<file path="config.mk">
export PLATFORM = sky130hd
export DESIGN_NAME = narrow_16b_8b
export DESIGN_NICKNAME = d
export VERILOG_FILES = /design/src/rtl/narrow_16b_8b.sv
export SDC_FILE = /design/constraint.sdc
export NUM_CORES = 1
export LEC_CHECK = 0
export ABC_AREA = 1
export CAP_MARGIN = 20
export CORE_UTILIZATION = 49
export DETAILED_ROUTE_END_ITERATION = 8
export PLACE_DENSITY = 0.83
export SLEW_MARGIN = 20
export SYNTH_ARGS = -nofsm -noshare
export SYNTH_HDL_FRONTEND = slang
export SYNTH_SLANG_ARGS = --single-unit
</file>
<file path="constraint.sdc">
create_clock -name clk -period 2.2 [get_ports clk]
set_input_delay 0.44 -clock clk [delete_from_list [all_inputs] [get_ports clk]]
set_output_delay 0.44 -clock clk [all_outputs]
set_load 0.05 [all_outputs]
</file>
<file path="src/rtl/narrow_16b_8b.sv">
// narrow_16b_8b: narrows 16-bit words to bytes, truncating or splitting per word
module narrow_16b_8b #(
   parameter bit HIGH_FIRST = 1'b0
) (
   input  logic        clk,
   input  logic        rst_n,
   input  logic        in_valid,
   output logic        in_ready,
   input  logic [15:0] in_data,
   input  logic        mode,
   output logic        out_valid,
   input  logic        out_ready,
   output logic [7:0]  out_data,
   output logic        out_last,
   output logic        ovf,
   output logic [7:0]  ovf_count
);
   typedef enum logic [1:0] {IDLE, FIRST, SECOND} state_t;
   state_t state, state_nxt;
   logic [15:0] held;
   logic split;
   logic [7:0] first_byte, second_byte;
   logic in_xfer, out_xfer;
   // byte selection, handshakes and next-state decode from held word and state
   always_comb begin
      out_valid   = state != IDLE;
      out_last    = state == SECOND || (state == FIRST && !split);
      ovf         = state == FIRST && !split && |held[15:8];
      first_byte  = (split && HIGH_FIRST) ? held[15:8] : held[7:0];
      second_byte = HIGH_FIRST ? held[7:0] : held[15:8];
      out_data    = state == FIRST ? first_byte : state == SECOND ? second_byte : 8'h00;
      in_ready    = state == IDLE || (out_valid && out_ready && out_last);
      in_xfer     = in_valid && in_ready;
      out_xfer    = out_valid && out_ready;
      state_nxt   = in_xfer ? FIRST : out_xfer ? (out_last ? IDLE : SECOND) : state;
   end
   // state, holding register and saturating overflow counter
   always_ff @(posedge clk or negedge rst_n) begin
      if (!rst_n) begin
         state     <= IDLE;
         held      <= 16'h0000;
         split     <= 1'b0;
         ovf_count <= 8'h00;
      end else begin
         state <= state_nxt;
         if (in_xfer) begin
            held  <= in_data;
            split <= mode;
         end
         if (out_xfer && ovf && ovf_count != 8'hFF) ovf_count <= ovf_count + 8'd1;
      end
   end
endmodule

</file>
==> impl_results.md <==
* Synth Area per Inst at 8.13 sq um
* Total power at 3.08 mW
* Final Hold Viols at 0
* Share of cells above drive strength 1 at 0.182
* DRT Wirelength at 3.33 mm
* Post-synthesis register bit count at 27
* Bufs and invs on worst path at 1
* CP max stage delay at 0.85 ns
* Initial Util at 0.539
* Residual antenna-violating net count after detailed routing at 0
* Pin count of the biggest net entering global routing at 28
* Vias in the first global route at 1,267
* CP Capture Type: output pin
* Vias at 1,424
* Initial antenna violation count at 0
* Sw frac at 0.494
* Outcome: complete, but fails checks
* Synth Net Count at 211
* Grt total ovfl at 0
* Num ports at 41
* Reg power frac at 0.280
* GP Congestion at about 0.84
* Post-DP Area at 0.00203 sq mm
* R2r setup slk at a little under 0.5 ns
* Root buffer cell: clkbuf_4
* GRT Total Usage at 0.216
* Clk Latency, worst-skew pair at between 0.3 and 0.4 ns
* Final non-filler cell area at around 0.0021 sq mm
* Gate power share at 0.652
* Fin nets at 254
* Pint at around 1.6 mW
* Chip width at 58.0 um
* PortBufs at 40
* Ys Warns at 0
* Final HPWL DP at 2.40 mm
* CP max FO at 7
* Area added between synthesis and finish at 35.5%
* Ordered cell list for the critical path: clkdlybuf4s50_1
* Slew Limit Fails at 0
* Synthesized cell area at 0.00154 sq mm
* First-pass DRT Iterations at 6
* Count of non-filler cells in the finished layout at 262
* Via-to-Cell Ratio at 5.44
* Maximum VDD drop at 0.00111 V
* Worst Tran Pin Value at approximately 0.50 ns
* Cts bufs inserted at 3
* PD cells at 1480 mW/mm^2
* CTS clk-pin slew, worst paths at 0.14 ns
* First-pass GRT wire length at 5.60 mm
* Core area at around 0.0029 sq mm
* Clock Sinks at 27
* RSZ-0062 raised after global routing: no
* Clock share of power at 0.068
* Relative slew slack at 0.663
* Violated checks: DRC
* Die height at 58.0 um
* Crit path kind: reg2out
* Max-Cap Viols at 0
* Mapped Cells at 189
* FILL cells at 223
* Slowest-stage cell, CP: clkdlybuf4s50_1
* Final min period at 2.10 ns
* Final setup skew at 0.00182 ns
* CTS tree: yes
* WP data required at about 1.8 ns
* CP arrival at 1.66 ns
* Final period util at 0.956
* Rows at 19
* Starting DRT DRC Count at 52
* Die Footprint at between 0.003 and 0.004 sq mm
* Sw Pwr at around 1.5 mW
* Wire per inst at between 10 and 15 um
* Post-route DRC at 4
* HP Class: in2async
* Crit start category: flop
* Setup violators final at 0
* Fin Setup TNS at 0 ns
* Register area share after synthesis at 0.440
* Dpl cells at 255
* Post-synth cell types at 26
* # diodes at 0
* P_leak at approximately 1.1 nW
* Largest delay share family, worst path: buffers and inverters
* Maximum clock rate at 0.476 GHz
* Number of H-tree branching levels at 1
* Longest Clk Path Bufs at 2
[registers in the layout (all words and copies together), names as in the netlist]
signal,flops
held,16
ovf_count,8
state,2
split,1
[final timing paths]
path | depth (start not counted) | from | to
max in group asynchronous | 2 | rst_n | split$_DFFE_PN0P_
worst min register to register | 2 | held[0]$_DFFE_PN0P_ | held[0]$_DFFE_PN0P_
min in group clk | 2 | held[0]$_DFFE_PN0P_ | held[0]$_DFFE_PN0P_
worst min-delay path | 2 | rst_n | ovf_count[1]$_DFFE_PN0P_
worst max register to register | 8 | state[0]$_DFFE_PN0P_ | state[0]$_DFFE_PN0P_
worst max-delay path | 1 | ovf_count[3]$_DFFE_PN0P_ | ovf_count[3]
[synthesized netlist by cell type]
master     n  share of area
buf_6      1         0.0073
nand2_2    2         0.0081
nor3_2     1         0.0065
nand4_2    1         0.0081
xnor2_1    2          0.011
buf_2      2         0.0065
ha_1       1         0.0081
nand3_2    8          0.052
nand2_1   79           0.19
buf_8      1         0.0098
nor2_1     8          0.020
nand4_1    7          0.029
inv_1      9          0.022
nor2_4     2          0.015
buf_4      2         0.0098
nor2_2     1         0.0041
inv_2      1         0.0024
clkbuf_1   1         0.0024
nand3_1   23          0.075
o21ai_0    2         0.0065
nand3_4    1          0.011
buf_12     1          0.013
nand3b_1   1         0.0049
xor2_1     1         0.0057
nand2_4    4          0.029
dfrtp_1   27           0.44
[repair_timing]
item                                   in CTS  in global routing
hold buffers                                0                  0
endpoints found under the hold margin       0                  0
resized for setup                           0                  1
setup endpoints to repair                   0                  3
setup buffers                               0                  3
[cells in the final DEF (no fill, tap or decap), types with 2 or more instances in the layout]
| cell type | instances |
|---|---|
| nand4_1 | 7 |
| nand2_1 | 79 |
| nand3_2 | 8 |
| dfrtp_1 | 27 |
| nand2_4 | 4 |
| inv_1 | 9 |
| clkdlybuf4s50_1 | 27 |
| nor2_1 | 8 |
| buf_12 | 11 |
| buf_4 | 7 |
| o21ai_0 | 2 |
| nand3_1 | 23 |
| nor2_4 | 2 |
| clkbuf_4 | 3 |
| xnor2_1 | 2 |
| nand2_2 | 2 |
[layout make-up]
class,instances,area [sq um],share of cell area
sequential,27,676,0.325
tap,31,38.8,0.0186
inverter,10,37.5,0.0180
multi-input combinational,144,748,0.359
timing repair buffer,46,556,0.267
clock buffer,4,26.3,0.0126
[per-layer routing]
| layer | part of all wire | wire length [um] | vias to the layer above | GRT usage |
|---|---|---|---|---|
| li1 | - | - | 691 | - |
| met1 | 0.44 | 1480 | 679 | 0.275 |
| met2 | 0.49 | 1630 | 50 | 0.373 |
| met3 | 0.055 | 184 | 4 | 0.0424 |
| met4 | 0.011 | 36 | 0 | 0.0646 |
| met5 | 0 | 0 | - | 0 |
[worst reg2reg max path, delay by kind of cell, from the launching register on]
family | cells | cell delay [ns]
buf+inv | 1 | 0.33
simple gates | 6 | 0.71
compound gates | 1 | 0.15
flops | 1 | 0.38
[kinds of logic (layout without fill, tap and decap cells)]
| family | Yosys count | count (layout) | share of synthesized area |
|---|---|---|---|
| buffers and inverters | 18 | 60 | 0.0733 |
| AO/OA/AOI/OAI | 2 | 2 | 0.00651 |
| XOR/XNOR | 3 | 3 | 0.0171 |
| AND/OR/NAND/NOR | 138 | 138 | 0.455 |
| flip-flops | 27 | 27 | 0.440 |
| adder cells (fa/ha/maj) | 1 | 1 | 0.00814 |
[per-stage QoR]
step | setup WS, ns | util | hold slack (ns)
floorplan | 0.469 | - | 0.144
global placement | 0.444 | 0.712 | 0.456
detailed placement | 0.405 | 0.712 | 0.465
CTS | 0.0365 | 0.721 | 0.484
global route | 0.00900 | 0.730 | 0.490
finish | 0.0972 | 0.730 | 0.477
[power by group through the flow]
stage | Clock, mW | Combinational [mW] | Sequential, mW
final | 0.208 | 2.01 | 0.861
after global routing | 0.234 | 2.14 | 0.885
after detailed placement | 0 | 1.97 | 0.871
after CTS | 0.216 | 1.97 | 0.861
after global placement | 0 | 1.94 | 0.860
after floorplan | 0 | 1.24 | 0.894
No activity file was read; power rests on OpenSTA's default activity.
